--- src/rtl/mux_behaviour.sv ---
// rtl/mux_behaviour.sv - N-to-1 flag selector with registered copy and saturating toggle counter (option macro: MUX_BEHAVIOUR_ONEHOT_EN)

module mux_behaviour #(
    parameter int N_IN  = 4,
    parameter int SEL_W = $clog2(N_IN),
    parameter int CNT_W = 8
) (
    input  logic             clk,
    input  logic             rst_n,
    input  logic [N_IN-1:0]  i,
    input  logic [SEL_W-1:0] s,
    output logic             y,
    output logic             y_q,
    output logic             s_err,
    output logic [CNT_W-1:0] tog_cnt
`ifdef MUX_BEHAVIOUR_ONEHOT_EN
    ,
    output logic [N_IN-1:0]  sel_oh
`endif
);

    localparam logic [CNT_W-1:0] CNT_MAX = {CNT_W{1'b1}};

    logic [N_IN-1:0]  w_oh;
    logic             w_y;
    logic             w_s_err;

    logic             r_y_q;
    logic             r_s_err;
    logic [CNT_W-1:0] r_tog_cnt;

    // Lane decode: s matches at most one legal lane; an out-of-range s matches none, forcing y to 0
    always_comb begin
        w_oh = '0;
        for (int k = 0; k < N_IN; k++) begin
            w_oh[k] = (s == SEL_W'(k));
        end
    end

    assign w_y     = |(i & w_oh);
    assign w_s_err = ({1'b0, s} >= (SEL_W + 1)'(N_IN));
    assign y       = w_y;

    // Time-aligned copy of the selected flag and the out-of-range indication
    always_ff @(posedge clk or negedge rst_n) begin
        if (!rst_n) begin
            r_y_q   <= 1'b0;
            r_s_err <= 1'b0;
        end else begin
            r_y_q   <= w_y;
            r_s_err <= w_s_err;
        end
    end

    // Activity monitor: count changes of y_q, holding at full scale until reset
    always_ff @(posedge clk or negedge rst_n) begin
        if (!rst_n) begin
            r_tog_cnt <= '0;
        end else if ((w_y != r_y_q) && (r_tog_cnt != CNT_MAX)) begin
            r_tog_cnt <= r_tog_cnt + 1'b1;
        end
    end

    assign y_q     = r_y_q;
    assign s_err   = r_s_err;
    assign tog_cnt = r_tog_cnt;

`ifdef MUX_BEHAVIOUR_ONEHOT_EN
    logic [N_IN-1:0] r_sel_oh;

    // Registered one-hot view of the select, updated on the same edge as y_q
    always_ff @(posedge clk or negedge rst_n) begin
        if (!rst_n) begin
            r_sel_oh <= '0;
        end else begin
            r_sel_oh <= w_oh;
        end
    end

    assign sel_oh = r_sel_oh;
`endif

endmodule

--- config.mk ---
export PLATFORM = sky130hd
export DESIGN_NAME = mux_behaviour
export DESIGN_NICKNAME = d
export VERILOG_FILES = /design/src/rtl/mux_behaviour.sv
export SDC_FILE = /design/constraint.sdc
export NUM_CORES = 1
export LEC_CHECK = 0
export ABC_AREA = 1
export CORE_AREA = 5 5 52 54
export CTS_BUF_LIST = sky130_fd_sc_hd__clkbuf_4
export DETAILED_ROUTE_END_ITERATION = 10
export DIE_AREA = 0 0 57 59
export PLACE_DENSITY = 0.62
export SYNTH_ARGS = -nofsm -noshare
export SYNTH_HDL_FRONTEND = slang
export SYNTH_SLANG_ARGS = --single-unit
--- constraint.sdc ---
create_clock -name clk -period 3.12 [get_ports clk]
set_input_delay 0.312 -clock clk [delete_from_list [all_inputs] [get_ports clk]]
set_output_delay 0.312 -clock clk [all_outputs]
set_load 0.05 [all_outputs]
==> out/metrics.cfg, run 1 <==
[clock_network]
post_cts_buffers = 0
clkLatencyLatePin_ps = 260
cts_resized = 0
clock_sinks = 9
cts_hold_buf = 0
h-tree-depth = 1
path_clk_slew_ps = 70
cts.path.max_buffers = 2
cts_tree = built
cts-buffers-inserted = 3
cts_root_buffer = clkbuf_4

[routing]
wl_per_cell_um = 10.63
vias_per_cell = 4.383
dr.pass1.iters = 4
detail_route.iter0.violations = 21
drc = 0
route.final.wire_length_um = 1360
postRouteAntennaNets = 0
vias = 561

[synthesis]
synth_nets = 89
synthesis.area_um2 = 588.1
synthTopCellsByArea = dfrtp_1, nand2_1, nand3_1
avgSynthCellArea_um2 = 7.351
synth_seq_cells = 9
netlist_instances = 80
yosys_warnings = 0
synth_top_cell_by_area = dfrtp_1
yosysTopAreaCellShare_pct = 38.30
synth.distinct_cells = 16
seq_area_frac_synth_pct = 38.30

[status]
status = finished clean

[grt]
grt_max_degree = 10
grtUsageTotal_pct = 8.694
grt_busiest_layer = met2
use_met1_pct = 11.18
grt_pass1_wl_um = 2290
grt_pass1_vias = 526
use_met2_pct = 13.54
grt-ovfl-total = 0
antenna_found_initial = 0
use_met3_pct = 2.397

[layout]
design_area_um2 = 815.8
area_growth_pct = 38.72
layout-drive-gt1-share_pct = 10.00
layout_common_cells = nand2_1, clkdlybuf4s50_1, nand3_1
final_nets = 110
diodes = 0
final_common_cell = nand2_1

[setup_path]
crit_start = s[0]
worst_ep_arrival_time_ps = 2000
end_kind = primary output
reg2reg_depth = 7
crit_fanout = 3
worst_r2r_endpoint = tog_cnt[6]
critical_path_class = in2out
startpoint_type = primary input
setup.worst_path.end = y
r2r-start = tog_cnt[0]
r2r_slack_ps = 1710
required_ps = 2810

[placement]
port_buffers = 17
place.gp.congestion = 0.7479
post-dp-hpwl_um = 1044
place_area_um2 = 785.8

[min_path]
worstHoldPathType = in2async

[timing]
setup-tns-final_ps = 0
fmax_mhz = 432.4
relSlewSlack_pct = 66.63
finalCritPeriodShare_pct = 74.13
fin_skew_ps = 1.629
slew_viol_final = 0
setup_violations = 0
fin_crit_ps = 2313
rsz0062_at_grt = no
timing_worst_slew_pin_value_ps = 499.0
finalHoldViolations = 0

[floorplan]
boundaryPins = 19
placementRows = 17
fp.dieW_um = 57
start_util_pct = 27.10
coreArea_um2 = 2170
die_area_um2 = 3363
die_y_um = 59

[power]
peakVddDrop_mv = 0.2642
power_density_nw_per_um2 = 623.0
p_leak_nw = 0.4220

[job]
cap_violations = 0

## routing by layer
layer,up-vias,part of all wire [%]
met5,-,0
met1,255,45
met3,0,6.1
li1,293,-
met2,13,49
met4,0,0
## report_power, final
group,total (mW),internal [mW],switching (mW)
Combinational,0.236,0.0812,0.155
Clock,0.101,0.0580,0.0425
Sequential,0.172,0.141,0.0311
## logic make-up (layout without fill, tap and decap cells)
logic type | count (synthesis) | after routing | synth area share [%]
AO/OA/AOI/OAI | 1 | 1 | 0.8502
XOR/XNOR | 3 | 3 | 4.469
adder cells (fa/ha/maj) | 1 | 1 | 2.127
buffers and inverters | 11 | 31 | 7.659
flip-flops | 9 | 9 | 38.30
other | 1 | 1 | 0.6377
AND/OR/NAND/NOR | 54 | 54 | 45.96
## through the flow
step / cells / total power [mW] / setup slack [ps] / utilization, % / hold slack, ps
after floorplan: 80 / 0.3298 / 1517 / - / 16.41
after global placement: 124 / 0.4078 / 846.0 / 36.22 / 523.1
after detailed placement: 124 / 0.4108 / 797.5 / 36.22 / 522.0
after CTS: 128 / 0.5163 / 795.4 / 37.60 / 372.8
after global routing: 128 / 0.5366 / 717.8 / 37.60 / 399.6
final: 128 / 0.5082 / 807.2 / 37.60 / 365.7
## cell type report
cell class | count | area, um^2
well taps | 28 | 35.03
clock buffers | 4 | 30.03
multi-input cells | 60 | 317.8
flip-flops and latches | 9 | 225.2
inverters | 10 | 37.54
repair buffers | 17 | 170.2
fillers | 231 | 1354
## worst max-delay path, stage by stage
cell,delay (ps)
clkdlybuf4s50_1,510
nand2_1,70
nand3_1,120
nand2_1,100
inv_1,80
clkdlybuf4s50_1,800
## how the worst min path moves through the flow
stage               cells after the start          to  slack, ps
global placement                        2  tog_cnt[1]        520
CTS                                     1  tog_cnt[7]        370
global route                            1  tog_cnt[5]        400
finish                                  1  tog_cnt[4]        370
detailed placement                      2  tog_cnt[1]        520
floorplan                               0  tog_cnt[0]         20
## flip-flops by register name, summed over array words and instances (netlist names)
name / count
tog_cnt: 8
y_q: 1
## synthesized netlist by cell type (all sizes together)
master  count
nor2        2
nand3      16
conb        1
buf         1
nand2      33
inv        10
nand3b      2
dfrtp       9
nand4       1
o21ai       1
xor2        3
ha          1
Note: power is estimated with default switching activity, not from simulation.
==> run 2: changes to the inputs <==
Clock period 3.12 ns to 2.3 ns, I/O delays scaled along.
==> out/metrics.cfg, run 2 (synthesis results as in run 1) <==
[clock_network]
cts_hold_buf = 0  ; unchanged
cts_resized = 0  ; unchanged
cts_root_buffer = clkbuf_4
cts.path.max_buffers = 2  ; unchanged
clock_sinks = 9  ; unchanged
cts-buffers-inserted = 3  ; unchanged
cts_tree = built
clkLatencyLatePin_ps = 260  ; about the same
post_cts_buffers = 0  ; unchanged
path_clk_slew_ps = 60  ; about the same
h-tree-depth = 1  ; unchanged

[routing]
wl_per_cell_um = 9.758  ; -8.2%
drc = 0  ; unchanged
dr.pass1.iters = 4  ; unchanged
route.final.wire_length_um = 1249  ; -8.2%
vias_per_cell = 4.469  ; +2.0%
vias = 572  ; +2.0%
postRouteAntennaNets = 0  ; unchanged
detail_route.iter0.violations = 8  ; -62%

[placement]
port_buffers = 17  ; unchanged
post-dp-hpwl_um = 998.6  ; -4.4%
place.gp.congestion = 0.7500  ; +0.28%
post-place-ws_ps = 747.6  ; -49.88 ps
place_inst = 124  ; unchanged
place_area_um2 = 783.3  ; -0.32%

[setup_path]
required_ps = 2070  ; -740 ps
crit_family = buffers and inverters
worst_r2r_endpoint = tog_cnt[6]
r2r_slack_ps = 920  ; -790 ps
reg2reg_depth = 7  ; unchanged
worst_ep_arrival_time_ps = 1530  ; -470 ps
path_cells = clkdlybuf4s50_1
worstPathBufferInverterCount = 1  ; -2
r2r-start = tog_cnt[0]
slowest_delay_ps = 840  ; +40 ps
crit_fanout = 5  ; +2
critical_path_class = reg2out
startpoint_type = flip-flop
worst_path_max_delay_cell = clkdlybuf4s50_1
end_kind = primary output

[layout]
final_core_util_pct = 37.49  ; -0.12 points
layout_common_cells = nand2_1, clkdlybuf4s50_1, nand3_1
final_nets = 110  ; unchanged
design_area_um2 = 813.3  ; -0.31%
final_common_cell = nand2_1
final_cells = 128  ; unchanged
area_growth_pct = 38.30
layout-drive-gt1-share_pct = 11.00  ; +1.0 points
diodes = 0  ; unchanged
largest_register_ffs = 8  ; unchanged

[timing]
timing_worst_slew_pin_value_ps = 501.2  ; +2.232 ps
setup-tns-final_ps = 0  ; unchanged
fin_crit_ps = 1762
finalCritPeriodShare_pct = 76.61
finalHoldViolations = 0  ; unchanged
setup_violations = 0  ; unchanged
fin_skew_ps = 1.425  ; -0.2043 ps
slew_viol_final = 0  ; unchanged
fmax_mhz = 567.5
rsz0062_at_grt = no
finalWorstSetupSlack_ps = 537.9  ; -269.4 ps
relSlewSlack_pct = 66.48  ; -0.15 points

[floorplan]
boundaryPins = 19  ; unchanged
fp.dieW_um = 57  ; unchanged
placementRows = 17  ; unchanged
die_area_um2 = 3363  ; unchanged
die_y_um = 59  ; unchanged
coreArea_um2 = 2170  ; unchanged
start_util_pct = 27.10  ; unchanged

[status]
status = finished clean

[grt]
grt_pass1_vias = 549  ; +4.4%
grt_pass1_wl_um = 2346  ; +2.4%
grtUsageTotal_pct = 8.963  ; +0.27 points
grt-ovfl-total = 0  ; unchanged
grt_max_degree = 10  ; unchanged
antenna_found_initial = 0  ; unchanged

[power]
power_density_nw_per_um2 = 838.8  ; +35%
peakVddDrop_mv = 0.3864  ; +46%
p_leak_nw = 0.4229  ; +0.20%

[min_path]
worstHoldPathType = in2async

[job]
cap_violations = 0  ; unchanged

-- run 2: cell types whose count changed in the layout (fill, tap and decap cells not counted), sizes merged --
cell | before | now
buf | 0 | 1
clkdlybuf4s50 | 17 | 16
-- run 2: metrics by stage --
step / hold slack [ps] / total power, mW
floorplan: -65.59 / 0.4473
global placement: 524.9 / 0.5530
detailed placement: 535.9 / 0.5561
CTS: 284.4 / 0.6956
global route: 301.1 / 0.7307
finish: 275.2 / 0.6822
-- run 2: area by class of cell --
class | count | area [um^2]
inverters | 10 | 37.54
multi-input cells | 60 | 317.8
fillers | 238 | 1356
clock buffers | 4 | 30.03
repair buffers | 17 | 167.7
flip-flops and latches | 9 | 225.2
well taps | 28 | 35.03
-- run 2: layer usage --
metal  track usage (%)  part of all wire [%]  up-vias
met2             13.05                    42       14
met3             3.486                   7.6        3
met5                 0                     0        -
met4             4.967                   2.0        0
li1                  -                     -      290
met1             11.30                    48      265
-- run 2: how the worst max path moves through the flow --
stage,to,slack (ps),cells after the start,start
3_5_place_dp,y,750,7,s[0]
5_1_grt,tog_cnt[7],460,1,tog_cnt[7]
3_3_place_gp,y,780,7,s[0]
4_1_cts,tog_cnt[7],520,1,tog_cnt[7]
2_1_floorplan,tog_cnt[7],700,7,tog_cnt[0]
6_report,tog_cnt[7],540,1,tog_cnt[7]
-- run 2: power by group --
| part | total (mW) | leakage, nW | internal (mW) | switching (mW) |
|---|---|---|---|---|
| combinational | 0.320 | 0.285 | 0.110 | 0.210 |
| sequential | 0.232 | 0.119 | 0.191 | 0.0407 |
| clock | 0.131 | 0.0184 | 0.0784 | 0.0521 |
| total | 0.682 | 0.423 | 0.380 | 0.303 |
